**src/rtl/alu_issue.sv**
```systemverilog
// alu_issue: single-issue sequencer for the LA32R 3-register ALU subset and
// lu12i.w. Each instruction walks IDLE -> DEC -> EXE -> WB; the ALU itself is
// external and combinational, fed from the registered operand/op outputs.
//
// Ports
//   clk         sole clock, rising edge
//   rstn        synchronous active-low reset
//   inst_valid  instruction offered
//   inst        32-bit instruction word
//   inst_ready  block accepts inst this cycle (IDLE only, low during reset)
//   alu_src0/1  registered ALU operands
//   alu_op      registered ALU op code
//   alu_res     combinational ALU result for the current operands/op
//   done        one-cycle retirement strobe
//   done_rd     destination of the last retired instruction
//   done_data   result of the last retired instruction
//   err         sticky illegal-instruction flag
//   dbg_addr    register-file debug read address
//   dbg_data    register-file debug read data (combinational)
//
// Parameter ILLEGAL_TRAP: 1 = halt on an undecodable word, 0 = discard it.
module alu_issue #(
  parameter int unsigned ILLEGAL_TRAP = 1
) (
  input  logic        clk,
  input  logic        rstn,
  input  logic        inst_valid,
  input  logic [31:0] inst,
  output logic        inst_ready,
  output logic [31:0] alu_src0,
  output logic [31:0] alu_src1,
  output logic [3:0]  alu_op,
  input  logic [31:0] alu_res,
  output logic        done,
  output logic [4:0]  done_rd,
  output logic [31:0] done_data,
  output logic        err,
  input  logic [4:0]  dbg_addr,
  output logic [31:0] dbg_data
);

  typedef enum logic [2:0] {
    IDLE = 3'd0,
    DEC  = 3'd1,
    EXE  = 3'd2,
    WB   = 3'd3,
    HALT = 3'd4
  } state_t;

  state_t      state, state_nxt;
  logic [31:0] inst_q;
  logic [31:0] regs [32];

  logic        dec_legal;
  logic [3:0]  dec_op;
  logic [31:0] dec_src0;
  logic [31:0] dec_src1;
  logic [4:0]  rd;

  assign rd = inst_q[4:0];

  // r0 is never written, but reads are forced to zero as well so the debug
  // port and operand path cannot expose a stale value.
  function automatic logic [31:0] rf_read(input logic [4:0] a);
    return (a == 5'd0) ? 32'h0 : regs[a];
  endfunction

  always_comb begin
    dec_legal = 1'b1;
    dec_op    = 4'h0;
    dec_src0  = rf_read(inst_q[9:5]);
    dec_src1  = rf_read(inst_q[14:10]);
    case (inst_q[31:15])
      17'h00020: dec_op = 4'h0;
      17'h00022: dec_op = 4'h1;
      17'h00024: dec_op = 4'h2;
      17'h00025: dec_op = 4'h3;
      17'h00029: dec_op = 4'h4;
      17'h0002A: dec_op = 4'h5;
      17'h00028: dec_op = 4'h6;
      17'h0002B: dec_op = 4'h7;
      17'h0002E: dec_op = 4'h8;
      17'h0002F: dec_op = 4'h9;
      17'h00030: dec_op = 4'hA;
      default:   dec_legal = 1'b0;
    endcase
    // lu12i.w occupies a disjoint major-opcode space, so it never collides
    // with the 3R table above.
    if (inst_q[31:25] == 7'b0001010) begin
      dec_legal = 1'b1;
      dec_op    = 4'hB;
      dec_src0  = 32'h0;
      dec_src1  = {inst_q[24:5], 12'h000};
    end
  end

  always_comb begin
    state_nxt = state;
    case (state)
      IDLE: if (inst_valid) state_nxt = DEC;
      DEC: begin
        if (dec_legal)              state_nxt = EXE;
        else if (ILLEGAL_TRAP != 0) state_nxt = HALT;
        else                        state_nxt = IDLE;
      end
      EXE:     state_nxt = WB;
      WB:      state_nxt = IDLE;
      HALT:    state_nxt = HALT;
      default: state_nxt = IDLE;
    endcase
  end

  always_ff @(posedge clk) begin
    if (!rstn) begin
      state     <= IDLE;
      inst_q    <= 32'h0;
      alu_src0  <= 32'h0;
      alu_src1  <= 32'h0;
      alu_op    <= 4'h0;
      done_rd   <= 5'd0;
      done_data <= 32'h0;
      err       <= 1'b0;
      for (int i = 0; i < 32; i++) regs[i] <= 32'h0;
    end else begin
      state <= state_nxt;
      if (state == IDLE && inst_valid) inst_q <= inst;
      if (state == DEC) begin
        if (dec_legal) begin
          alu_src0 <= dec_src0;
          alu_src1 <= dec_src1;
          alu_op   <= dec_op;
        end else if (ILLEGAL_TRAP != 0) begin
          err <= 1'b1;
        end
      end
      if (state == EXE) begin
        if (rd != 5'd0) regs[rd] <= alu_res;
        done_rd   <= rd;
        done_data <= alu_res;
      end
    end
  end

  assign inst_ready = rstn && (state == IDLE);
  assign done       = (state == WB);
  assign dbg_data   = rf_read(dbg_addr);

endmodule
```
**config.mk**
```make
export PLATFORM = sky130hd
export DESIGN_NAME = alu_issue
export DESIGN_NICKNAME = d
export VERILOG_FILES = /design/src/rtl/alu_issue.sv
export SDC_FILE = /design/constraint.sdc
export NUM_CORES = 2
export LEC_CHECK = 0
export ABC_CLOCK_PERIOD_IN_PS = 4400
export CAP_MARGIN = 20
export CORE_UTILIZATION = 40
export DETAILED_ROUTE_END_ITERATION = 16
export GPL_ROUTABILITY_DRIVEN = 0
export HOLD_SLACK_MARGIN = 0.15
export PLACE_DENSITY_LB_ADDON = 0.3
export SLEW_MARGIN = 20
export SYNTH_ARGS = -nofsm -noshare
export SYNTH_HDL_FRONTEND = slang
export SYNTH_SLANG_ARGS = --single-unit
```
**constraint.sdc**
```tcl
create_clock -name clk -period 4.4 [get_ports clk]
set_input_delay 0.88 -clock clk [delete_from_list [all_inputs] [get_ports clk]]
set_output_delay 0.88 -clock clk [all_outputs]
set_load 0.05 [all_outputs]
```
Yosys cells after proc, flatten, opt, wreduce, memory -nomap -nowiden:

Memories as Yosys holds them, arrays and structs flattened. A register that Yosys moved wholly into a read port is not among the register bits.
Index checks and enable logic that the tools add are counted.

* bits in registers: 141
* latch bits: 0
* memory bits (writable): 1024
* bits in read-only memories: 0
* output and inout port bits: 140
* word-level logic and storage cells: 62
* memories: 1

* add/subtract/negate cells: 0
* multiply operators: 0
* div/mod/pow operators: 0
* magnitude comparators: 0
* eq/ne operators: 17
* shift-type cells: 0
* muxes and demuxes: 24
* bitwise gates (word level): 1
* reduce and logical (&&, ||, !) cells: 11

Memories
* regs: depth 32, width 32, rd ports 3, clocked after memory_dff 2, wr ports 32, line 52 `logic [31:0] regs [32];`

Operators with widths (count)
* 32-bit two-way mux: 6
* 17-bit by 6-bit equality test with 1-bit output, second input constant: 11
* 4-bit one-hot mux with 10 select lines: 1
* 32-bit OR reduction: 1
* 5-bit two-way mux: 5
* 5-bit logical NOT: 3
* 3-bit one-hot mux with 4 select lines: 1
* 11-bit OR reduction: 1
* 1-bit two-way mux: 8
* 7-bit by 4-bit equality test with 1-bit output, second input constant: 1
* 3-bit by 2-bit equality test with 1-bit output, second input constant: 2
* 3-bit two-way mux: 2
* 5-bit nonzero test: 1
* 4-bit two-way mux: 1
* 2-bit AND reduction: 2
* 3-bit by 1-bit equality test with 1-bit output, second input constant: 1
* 3-bit equality test, second input constant: 1
* 3-bit logical NOT: 1
* 1-bit logical AND: 2
* 2-bit inequality test, second input constant: 1
* 1-bit NOT: 1

Longest topological paths before layout:

* depth after elaboration: 7
* mapped depth: 10
* depth with buffers taken out: 5

Worst setup path before layout:

No wires, ideal clock.

* path kind: input to register
* start: input rstn
* end: memory regs[12][0], enable pin
* data arrival time: 4087 ps
* data required time: 3934 ps
* setup slack: -153 ps
* cell stages on the path: 6
* path buffers: 2
* cells stage by stage: clkbuf_1 -> inv_1 -> nor4_2 -> nand2_1 -> buf_2 -> o21ai_0

RTL lines
* start, declared: line 26 `input logic rstn,`
* end, declared: line 52

Worst setup path in the final report:

* start: input dbg_addr[0]
* end: output dbg_data[30]

* longest elaborated chain between the ends: 2
* elaborated cells between the ends (all ways): 3

Ends and longest elaborated chain
* start, declared: line 38 `input logic [4:0] dbg_addr,`
* memory read 32 x 32 bit or 5-bit logical NOT (tied branches)
* 32-bit two-way mux *: line 65 `return (a == 5'd0) ? 32'h0 : regs[a];`
* end, declared: line 39 `output logic [31:0] dbg_data`

Every way passes the cells marked *; elsewhere a longest branch is shown, timed or not.

==> summary.txt <==
STA
  – Slew @ Worst Pin: 1.133 ns
  – Final hold vios: 0
  – Slew headroom: 24.29%
  – Fmax: 0.2394 GHz
  – RSZ-0062 raised after global routing: false
  – Worst-case hold slack: 0.4522 ns
  – Final Critical Period: 4.178 ns
  – Fin crit share: 94.95%
  – Final setup vio count: 0
  – Skew final: 0.03479 ns
  – Setup ws final: 0.2220 ns
  – Pins over their slew limit: 0

GRT
  – All-Layer GR Usage: 29.12%
  – Global-route wire length before repair: 350800 um
  – Vias in the first global route: 45320
  – Initial antenna violation count: 17
  – Congestion Overflow GR: 0
  – Largest net degree at the start of global routing: 89

Clock network
  – Clk slew on worst S/H paths: 0.06 ns
  – Clock Tree Buf Depth: 3
  – Setup Fix Bufs, Post-CTS: 0
  – Sink Count: 1175
  – H-tree levels: 3
  – Hold-fix buffers, CTS: 0
  – Clk_lat worst skew: 0.77 ns
  – # resized after CTS: 0
  – CTS tree: built
  – Cts bufs inserted: 120
  – Root Buffer: clkbuf_16

Route
  – Post-DR wirelength/cell: 35.43 um
  – Iter 0 DRT Violations: 6702
  – Routed vias/inst: 6.652
  – DRC errors left: 0
  – TritonRoute pass-1 iters: 6
  – Antenna-violating nets left: 0
  – Vias: 47210
  – Routed WL: 251500 um

Placement
  – Port Buf Inserts: 211
  – Number of cells after detailed placement: 6864
  – Worst slack, placed: 0.2333 ns
  – Final HPWL from detailed placement: 160200 um

Min path
  – Worst hold path endpoint: done_data[19]$_SDFFE_PN0N_
  – Hold Path Class: reg2reg
  – Hold Crit Start: done_data[19]$_SDFFE_PN0N_
  – Hold Path Depth: 2

Synth
  – Post-Synthesis Cells: 4704
  – Async SR Flop Fraction: 0%
  – Top_reg_cell synth: edfxtp_1
  – Part of the Yosys area used for sequential elements: 49.92%
  – Cell variety after synth: 65
  – Syn_area_per_cell: 14.38 um^2
  – Number of synthesized flops with an enable pin: 1024
  – Flops & latches, synth: 1175
  – Post-Syn Area: 0.06765 mm^2
  – Synth warn: 0

Flow run
  – Max-cap violations: 0

Final layout
  – Layout fillers: 14490
  – Fraction of layout cells with a size suffix above 1: 26.66%
  – Fin cells: 7098
  – Area Overhead vs Synth: 13.96%
  – Nets: 4854

Setup path
  – Crit Path Max Fanout: 31
  – Reg2reg path depth: 6
  – Critical Path End Type: output port
  – R2r setup slk: 0.98 ns
  – Worst Path Required: 3.52 ns
  – Crit path arrival time: 3.30 ns
  – Critical path launch point type: input pin
  – Reg2reg end: alu_src1[2]$_SDFFE_PN0P_
  – CP Class: in2out

Pwr
  – Worst vdd ir: 0.3416 mV
  – Pleak: 25.81 nW
  – Pwr Density: 356.4 mW/mm^2
  – Total power: 27.48 mW

Floorplan
  – Core region area: 0.1676 mm^2
  – Die area: 0.1708 mm^2
  – Die Ht: 413.2 um
  – I/O Pins: 212
  – DIE WIDTH: 413.2 um
  – Starting Density: 40.36%
  – Std cell rows: 150

Run status
  – Status: finished clean
## where the power goes
part	internal [mW]	switching, mW
clock network	5.84	4.59
logic	1.66	2.51
registers	12.5	0.418
## worst max-delay path: stages
cell and delay [ns]:
buf_8 0.30, buf_12 0.33, mux4_2 0.55, mux4_2 0.49, nand2_1 0.11, o21ai_1 0.25
buf_4 0.29
## cell type report
class	count	area, um^2	share of cell area (%)
tap	2204	2758	3.577
clock buffer	158	3227	4.186
inverter	34	130.1	0.1688
clock inverter	69	659.4	0.8553
timing repair buffer	450	4551	5.903
antenna	7	17.52	0.02272
multi-input combinational	3001	31950	41.44
sequential	1175	33800	43.85
## worst max path at each step
stage / cells past startpoint / start / endpoint / slack (ns)
final: 7 / dbg_addr[0] / dbg_data[30] / 0.22
after global routing: 7 / dbg_addr[0] / dbg_data[13] / 0.14
after CTS: 7 / dbg_addr[0] / dbg_data[13] / 0.23
after detailed placement: 7 / dbg_addr[0] / dbg_data[13] / 0.23
after global placement: 7 / dbg_addr[0] / dbg_data[13] / 0.25
after floorplan: 6 / rstn / regs[12][0]$_SDFFCE_PN0P_ / -0.15
## Yosys cell counts (4+ instances only)
| cell | number | share of area [%] |
|---|---|---|
| mux4_2 | 732 | 24 |
| edfxtp_1 | 1024 | 45 |
| a22o_1 | 48 | 0.62 |
| and3_1 | 10 | 0.092 |
| nand4_1 | 10 | 0.092 |
| a22oi_1 | 33 | 0.37 |
| mux2i_1 | 232 | 3.4 |
| o22ai_1 | 71 | 0.66 |
| dfxtp_1 | 151 | 4.5 |
| buf_4 | 35 | 0.39 |
| and2_1 | 996 | 9.2 |
| o2111ai_1 | 32 | 0.41 |
| or3b_2 | 5 | 0.065 |
| nand2_1 | 278 | 1.5 |
| buf_2 | 82 | 0.61 |
| a21oi_1 | 119 | 0.88 |
| o22a_1 | 32 | 0.41 |
| nor3_1 | 4 | 0.030 |
| nor2_1 | 39 | 0.22 |
| nor2b_1 | 8 | 0.074 |
| o21ai_1 | 57 | 0.42 |
| a211oi_1 | 52 | 0.58 |
| clkbuf_1 | 330 | 1.8 |
| buf_6 | 42 | 0.70 |
| o21ai_0 | 33 | 0.24 |
| clkbuf_4 | 6 | 0.067 |
| a221oi_1 | 44 | 0.57 |
| clkbuf_2 | 12 | 0.089 |
| nand3b_1 | 8 | 0.089 |
| a32o_1 | 32 | 0.47 |
| buf_1 | 18 | 0.10 |
| o211ai_1 | 12 | 0.13 |
| nand3_1 | 15 | 0.11 |
| nor2_2 | 4 | 0.037 |
| a311o_1 | 10 | 0.15 |
| inv_1 | 34 | 0.19 |
| nand2b_1 | 5 | 0.046 |
## cells by family (layout without fill, tap and decap cells)
group,after synthesis,in the layout,synth area share (%)
AOI/OAI and AO/OA,589,589,6.137
and+or+nand+nor,1411,1411,12.00
DFF,1175,1175,49.92
buffers and inverters,559,711,3.969
muxes,968,968,27.96
xor gates and xnor gates,1,1,0.01295
other,1,39,0.005543
## layer usage
layer | up-vias | wire length (um) | GRT usage, %
met5 | - | 8 | 0
met4 | 2 | 11930 | 12.87
met3 | 664 | 33500 | 8.571
met2 | 3718 | 113000 | 44.39
met1 | 24230 | 93040 | 38.48
li1 | 18600 | - | -
## sequential cells by signal, summed over array words and instances, names as in the netlist, 3 cells and up, named ones only
signal and count:
alu_op 4, done_rd 5, regs 1024, alu_src0 32
inst_q 32, alu_src1 32, done_data 32, state 3
## per-stage QoR
| stage | instance area, um^2 | setup TNS, ns | utilization, % |
|---|---|---|---|
| floorplan | 67770 | -28.18 | - |
| global placement | 73260 | 0 | 43.71 |
| detailed placement | 73250 | 0 | 43.71 |
| CTS | 77140 | 0 | 46.03 |
| global route | 77080 | 0 | 45.99 |
| finish | 77090 | 0 | 46.00 |
## cell usage in the layout, fill, tap and decap left out, types with 48 or more instances in the layout
master and n:
buf_4 208, clkdlybuf4s50_1 156, a21oi_1 119, mux2i_1 232, a211oi_1 52, edfxtp_1 1024
nand2_1 277, buf_12 64, and2_1 995, o21ai_1 57, clkbuf_16 121, dfxtp_1 143
o22ai_1 71, mux4_2 732, a22o_1 48
Note: power is estimated with default switching activity, not from simulation.
